$ cat src/rtl/param_sync_fifo_if.sv
// Handshake and status bundle for param_sync_fifo.
// The master drives requests and write data; the FIFO (slave) drives data and status.
interface param_sync_fifo_if #(
   parameter int DATA_WIDTH = 18,
   parameter int DEPTH      = 128
);
   logic                      w_en;
   logic [DATA_WIDTH-1:0]     data_in;
   logic                      r_en;
   logic [DATA_WIDTH-1:0]     data_out;
   logic                      full;
   logic                      empty;
   logic                      almost_full;
   logic                      almost_empty;
   logic [$clog2(DEPTH):0]    count;
   logic                      overflow;
   logic                      underflow;

   modport master (
      output w_en, data_in, r_en,
      input  data_out, full, empty, almost_full, almost_empty, count, overflow, underflow
   );

   modport slave (
      input  w_en, data_in, r_en,
      output data_out, full, empty, almost_full, almost_empty, count, overflow, underflow
   );
endinterface

$ cat src/rtl/param_sync_fifo.sv
// Single-clock FIFO using all DEPTH entries via a wrap bit, with count, level flags and error pulses.
// Define FIFO_FWFT_EN for first-word-fall-through reads; otherwise data_out is registered (1-cycle latency).
module param_sync_fifo #(
   parameter int DATA_WIDTH = 18,
   parameter int DEPTH      = 128,
   parameter int AF_LEVEL   = DEPTH - 4,
   parameter int AE_LEVEL   = 4
) (
   input logic              clk,
   input logic              rst,
   param_sync_fifo_if.slave bus
);
   localparam int AW = $clog2(DEPTH);
   localparam int PW = AW + 1;
   localparam logic [PW-1:0] AF_L = PW'(AF_LEVEL);
   localparam logic [PW-1:0] AE_L = PW'(AE_LEVEL);

   generate
      if (DEPTH < 4 || (DEPTH & (DEPTH - 1)) != 0) begin : g_bad_depth
         $fatal(1, "param_sync_fifo: DEPTH must be a power of two >= 4");
      end
      if (AF_LEVEL < 1 || AF_LEVEL > DEPTH) begin : g_bad_af
         $fatal(1, "param_sync_fifo: AF_LEVEL out of range 1..DEPTH");
      end
      if (AE_LEVEL < 0 || AE_LEVEL > DEPTH - 1) begin : g_bad_ae
         $fatal(1, "param_sync_fifo: AE_LEVEL out of range 0..DEPTH-1");
      end
   endgenerate

   logic [PW-1:0]         w_ptr, r_ptr, cnt;
   logic [PW-1:0]         w_ptr_nxt, r_ptr_nxt, cnt_nxt;
   logic                  full_r, empty_r, af_r, ae_r, ov_r, uf_r;
   logic                  wr_acc, rd_acc;
   logic [DATA_WIDTH-1:0] mem [DEPTH];

   // A write into a full FIFO is allowed when a read frees a slot in the same cycle.
   always_comb begin
      rd_acc    = bus.r_en & ~empty_r;
      wr_acc    = bus.w_en & (~full_r | rd_acc);
      w_ptr_nxt = w_ptr + {{AW{1'b0}}, wr_acc};
      r_ptr_nxt = r_ptr + {{AW{1'b0}}, rd_acc};
      cnt_nxt   = cnt + {{AW{1'b0}}, wr_acc} - {{AW{1'b0}}, rd_acc};
   end

   always_ff @(posedge clk or posedge rst) begin
      if (rst) begin
         w_ptr   <= '0;
         r_ptr   <= '0;
         cnt     <= '0;
         full_r  <= 1'b0;
         empty_r <= 1'b1;
         af_r    <= (AF_LEVEL == 0);
         ae_r    <= 1'b1;
         ov_r    <= 1'b0;
         uf_r    <= 1'b0;
      end else begin
         w_ptr   <= w_ptr_nxt;
         r_ptr   <= r_ptr_nxt;
         cnt     <= cnt_nxt;
         full_r  <= (w_ptr_nxt[AW] != r_ptr_nxt[AW]) && (w_ptr_nxt[AW-1:0] == r_ptr_nxt[AW-1:0]);
         empty_r <= (w_ptr_nxt == r_ptr_nxt);
         af_r    <= (cnt_nxt >= AF_L);
         ae_r    <= (cnt_nxt <= AE_L);
         ov_r    <= bus.w_en & ~wr_acc;
         uf_r    <= bus.r_en & ~rd_acc;
      end
   end

   // Storage is not reset; pointers alone define which words are valid.
   always_ff @(posedge clk) begin
      if (wr_acc) mem[w_ptr[AW-1:0]] <= bus.data_in;
   end

`ifdef FIFO_FWFT_EN
   assign bus.data_out = empty_r ? '0 : mem[r_ptr[AW-1:0]];
`else
   logic [DATA_WIDTH-1:0] dout_r;

   // Read port samples mem before this edge's write lands, so full+simultaneous returns the oldest word.
   always_ff @(posedge clk or posedge rst) begin
      if (rst)         dout_r <= '0;
      else if (rd_acc) dout_r <= mem[r_ptr[AW-1:0]];
   end

   assign bus.data_out = dout_r;
`endif

   assign bus.full         = full_r;
   assign bus.empty        = empty_r;
   assign bus.almost_full  = af_r;
   assign bus.almost_empty = ae_r;
   assign bus.count        = cnt;
   assign bus.overflow     = ov_r;
   assign bus.underflow    = uf_r;
endmodule

$ cat src/flat_wrapper.sv
// flat-port wrapper written by rule: the top's interface ports become plain ports
module param_sync_fifo_flat 
#(
   parameter int DATA_WIDTH = 18,
   parameter int DEPTH      = 128,
   parameter int AF_LEVEL   = DEPTH - 4,
   parameter int AE_LEVEL   = 4
)
  (clk, rst, bus_w_en, bus_data_in, bus_r_en, bus_data_out, bus_full, bus_empty, bus_almost_full, bus_almost_empty, bus_count, bus_overflow, bus_underflow);
  param_sync_fifo_if #(.DATA_WIDTH(DATA_WIDTH), .DEPTH(DEPTH)) bus_i ();
  input logic clk;
  input logic rst;
  input wire logic [$bits(bus_i.w_en)-1:0] bus_w_en;
  input wire logic [$bits(bus_i.data_in)-1:0] bus_data_in;
  input wire logic [$bits(bus_i.r_en)-1:0] bus_r_en;
  output wire logic [$bits(bus_i.data_out)-1:0] bus_data_out;
  output wire logic [$bits(bus_i.full)-1:0] bus_full;
  output wire logic [$bits(bus_i.empty)-1:0] bus_empty;
  output wire logic [$bits(bus_i.almost_full)-1:0] bus_almost_full;
  output wire logic [$bits(bus_i.almost_empty)-1:0] bus_almost_empty;
  output wire logic [$bits(bus_i.count)-1:0] bus_count;
  output wire logic [$bits(bus_i.overflow)-1:0] bus_overflow;
  output wire logic [$bits(bus_i.underflow)-1:0] bus_underflow;
  assign bus_i.w_en = bus_w_en;
  assign bus_i.data_in = bus_data_in;
  assign bus_i.r_en = bus_r_en;
  assign bus_data_out = bus_i.data_out;
  assign bus_full = bus_i.full;
  assign bus_empty = bus_i.empty;
  assign bus_almost_full = bus_i.almost_full;
  assign bus_almost_empty = bus_i.almost_empty;
  assign bus_count = bus_i.count;
  assign bus_overflow = bus_i.overflow;
  assign bus_underflow = bus_i.underflow;
  param_sync_fifo #(.DATA_WIDTH(DATA_WIDTH), .DEPTH(DEPTH), .AF_LEVEL(AF_LEVEL), .AE_LEVEL(AE_LEVEL)) u_core (.clk(clk), .rst(rst), .bus(bus_i));
endmodule
$ cat config.mk
export PLATFORM = sky130hd
export DESIGN_NAME = param_sync_fifo_flat
export DESIGN_NICKNAME = d
export VERILOG_FILES = /design/src/rtl/param_sync_fifo_if.sv /design/src/rtl/param_sync_fifo.sv /design/src/flat_wrapper.sv
export SDC_FILE = /design/constraint.sdc
export NUM_CORES = 2
export LEC_CHECK = 0
export BUFFER_PORTS_ARGS = -buffer_cell sky130_fd_sc_hd__buf_2
export CORE_UTILIZATION = 50
export DETAILED_ROUTE_END_ITERATION = 12
export GPL_ROUTABILITY_DRIVEN = 0
export PLACE_DENSITY_LB_ADDON = 0.3
export RECOVER_POWER = 25
export SLEW_MARGIN = 5
export SYNTH_ARGS = -nofsm -noshare
export SYNTH_HDL_FRONTEND = slang
export SYNTH_SLANG_ARGS = --single-unit
$ cat constraint.sdc
create_clock -name clk -period 10.3 [get_ports clk]
set_clock_uncertainty 0.15 [all_clocks]
set_input_delay 0.515 -clock clk [delete_from_list [all_inputs] [get_ports clk]]
set_output_delay 0.515 -clock clk [all_outputs]
set_load 0.02 [all_outputs]
==> metrics.md <==
| Metric | Value |
|---|---|
| CP max-delay cell | `clkbuf_1` |
| Root Buffer | `clkbuf_16` |
| Post-synth cell types | `61` |
| Register area share after synthesis | `0.779` |
| WP data arrival | `5.99 ns` |
| CP delay by family, top | `buffers and inverters` |
| Violated checks | `max-capacitance violations, max-slew violations` |
| IO buf count | `53` |
| Synth Flop Type | `edfxtp_1` |
| Power Density | `between 200 and 300 nW/µm²` |
| Synth Register Bits | `2352` |
| Post-DR wirelength/cell | `roughly 34 µm` |
| Die width | `427 µm` |
| Clk pin slew, worst setup/hold paths | `0.06 ns` |
| Synth warnings | `0` |
| Yosys top cell by area | `edfxtp_1` |
| Post-synth design cell area | `90400 µm²` |
| Clk buf depth | `3` |
| Fill cells | `12.8k` |
| Die height | `427 µm` |
| Std-Cell Rows | `155` |
| Outcome | `complete, but fails checks` |
| # DRC | `0` |
| CP endpoint kind | `register` |
| Drt first pass iters | `6` |
| HP Class | `input port to register` |
| Syn Nets | `4020` |
| Initial drt markers | `5686` |
| DIE AREA | `183000 µm²` |
| First-pass GRT wire length | `about 330 mm` |
| Worst vdd ir | `around 0.00023 V` |
| Max-Cap Viols | `23` |
| Core area | `179000 µm²` |
| Syn-to-layout area delta | `12.5%` |
| Congestion Overflow GR | `0` |
| Largest net degree at the start of global routing | `121` |
| Dpl ws | `5.20 ns` |
| CTS tree | `built` |
| Slew margin rel. | `-2.01` |
| Num CTS Buffers | `226` |
| Antenna violations before repair | `21` |
| Hold Violations, Final | `0` |
| Gr usage total | `0.256` |
| Worst-Margin Slew | `between 4 and 5 ns` |
| Via density | `6.42` |
| Startpoint Class | `register` |
| RSZ-0062 raised after global routing | `false` |
| Fmax achieved | `186 MHz` |
| Max Slew Vio Count | `1368` |
| Vias | `between 40k and 50k` |
| Number of routed nets with antenna violations | `0` |
| Post-synth top area share | `0.765` |
| H-tree Lvls | `4` |
| CP max FO | `20` |
| Leakage power | `0.0316 µW` |
| Critical-path cell list | `nand2b_1 > clkbuf_1 > inv_1 > ha_1 > inv_1 > ha_1 > fa_1 > a21o_1 > a21oi_1 > o21bai_1 > a21oi_1 > xnor2_1 > nor4_1` |
| Setup TNS | `0 ns` |
| # Post-CTS Setup Buffers | `0` |
| Final WL | `231 mm` |
| Post-synth EDFFs | `2304` |
| Ratio of cells with drive above 1 in the final layout | `0.294` |
| Fraction of registers with async set/reset | `0.0204` |
| Hold-fix buffers at CTS | `11` |
| WS Path Type | `register to register` |
| Worst endpoint required time | `around 11 ns` |
| Worst-Skew Late Latency | `0.88 ns` |
| Top cells by area, synth | `edfxtp_1 77%, mux4_2 15%, dfrtp_1 1.3%` |
| Vias in the first global route | `43.2k` |
| Cells after synthesis | `approximately 4.0k` |
| Tcrit/Tclk final | `0.521` |
| DP HPWL | `134 mm` |
| CP max stage delay | `1.04 ns` |
| Starting density of the core | `0.505` |
| Io pins | `54` |
| Final #Nets | `around 4.3k` |
| Clock sinks | `2352` |
| Syn Area/Cell | `roughly 23 µm²` |
| Final setup fails | `0` |
| Setup ws final | `4.93 ns` |
| CP bufs+invs | `3` |
| CTS resizes | `0` |
| Final min period | `5.37 ns` |
## metrics by stage
step	hold WS [ns]	std cells	cell area, µm²	utilization	total power, µW
2_1_floorplan	0.340	3985	90400	-	16200
3_3_place_gp	0.355	6372	94400	0.527	18800
3_5_place_dp	0.366	6372	94400	0.527	18800
4_1_cts	0.00209	6811	102000	0.568	26900
5_1_grt	0.261	6816	102000	0.568	27600
6_report	0.271	6821	102000	0.568	26800
## report_power, final
group	switching [µW]	internal (µW)	leakage [µW]
Clock	3560	4570	0.00354
Sequential	316	10800	0.0213
Combinational	4430	3110	0.00681
Total	8310	18500	0.0316
## tightest hold or removal path, delay by kind of cell
family | cells | cell delay (ns)
buffers and inverters | 2 | 0.63
AND/OR/NAND/NOR | 1 | 0.11
## final timing paths
| kind | from | endpoint | slack (ns) | depth (start not counted) |
|---|---|---|---|---|
| max | u_core.bus.empty | u_core.bus.almost_empty | 4.93 | 13 |
| min | bus_r_en | u_core.bus.underflow | 0.27 | 3 |
| max reg2reg | u_core.bus.empty | u_core.bus.almost_empty | 4.93 | 13 |
| min reg2reg | u_core.w_ptr[7] | u_core.w_ptr[7] | 0.39 | 2 |
| max in group asynchronous | rst | u_core.r_ptr[3] | 5.67 | 4 |
| min in group asynchronous | rst | u_core.bus.count[7] | 1.50 | 4 |
## Yosys cell counts (5+ instances only)
cell and instances:
edfxtp_1 2304, mux4_2 606, nor2_1 162, clkbuf_1 73
mux2i_1 69, a22oi_1 57, nand2_1 56, a21oi_1 53
buf_2 51, buf_4 51, o22ai_1 48, dfrtp_1 46
nor2b_1 42, a211oi_1 32, nand3_1 32, mux2_2 24
o221ai_1 23, o211ai_1 22, buf_1 21, xnor2_1 20
buf_6 19, inv_1 19, o21ai_0 17, nand2b_1 15
a31oi_1 14, nor3_1 13, ha_1 12, and2_1 8
o31ai_1 8, or3_1 8, xor2_1 7, o21ai_1 5
## sequential cells by signal (all words and copies together) (netlist names)
| signal | flops |
|---|---|
| u_core.bus.almost_empty | 1 |
| u_core.bus.almost_full | 1 |
| u_core.bus.count | 8 |
| u_core.bus.data_out | 18 |
| u_core.bus.empty | 1 |
| u_core.bus.full | 1 |
| u_core.bus.overflow | 1 |
| u_core.bus.underflow | 1 |
| u_core.mem | 2304 |
| u_core.r_ptr | 8 |
| u_core.w_ptr | 8 |
## cell usage in the layout (no fill, tap or decap), drive strengths merged, types with 10 or more instances in the layout
cell type       n
nand2b         15
buf           221
inv            27
mux2i          69
o22ai          48
edfxtp       2304
o211ai         22
diode          10
o221ai         23
xnor2          20
clkinv        113
a21oi          53
clkbuf        309
mux4          606
dlygate4sd3    11
nand3          32
o21ai          22
nand2          56
a211oi         32
a31oi          14
mux2           24
dfrtp          46
ha             12
a22oi          57
nor2b          42
bufinv         20
nor3           13
nor2          162
## per-layer routing
layer  track usage  wire, µm  part of all wire
met1         0.368     91100              0.39
met5             0        92           0.00040
met3        0.0673     24900              0.11
met2         0.381    106000              0.46
met4        0.0935      8830             0.038
## cells by family after synthesis
family | share of synthesized area
AOI/OAI and AO/OA | 0.0238
xor gates and xnor gates | 0.00262
adders and majority gates | 0.00188
buffers and inverters | 0.0142
DFF | 0.779
muxes | 0.162
and+or+nand+nor | 0.0174
## layout make-up
| cell class | count | area, µm² | area share |
|---|---|---|---|
| inverters | 20 | 75.1 | 0.000738 |
| repair buffers | 258 | 1850 | 0.0182 |
| diodes | 10 | 25.0 | 0.000246 |
| flip-flops and latches | 2352 | 70400 | 0.692 |
| clock buffers | 283 | 5910 | 0.0581 |
| clock inverters | 145 | 1350 | 0.0133 |
| multi-input cells | 1398 | 19100 | 0.188 |
| well taps | 2355 | 2950 | 0.0290 |
(Power assumes the default switching activity.)
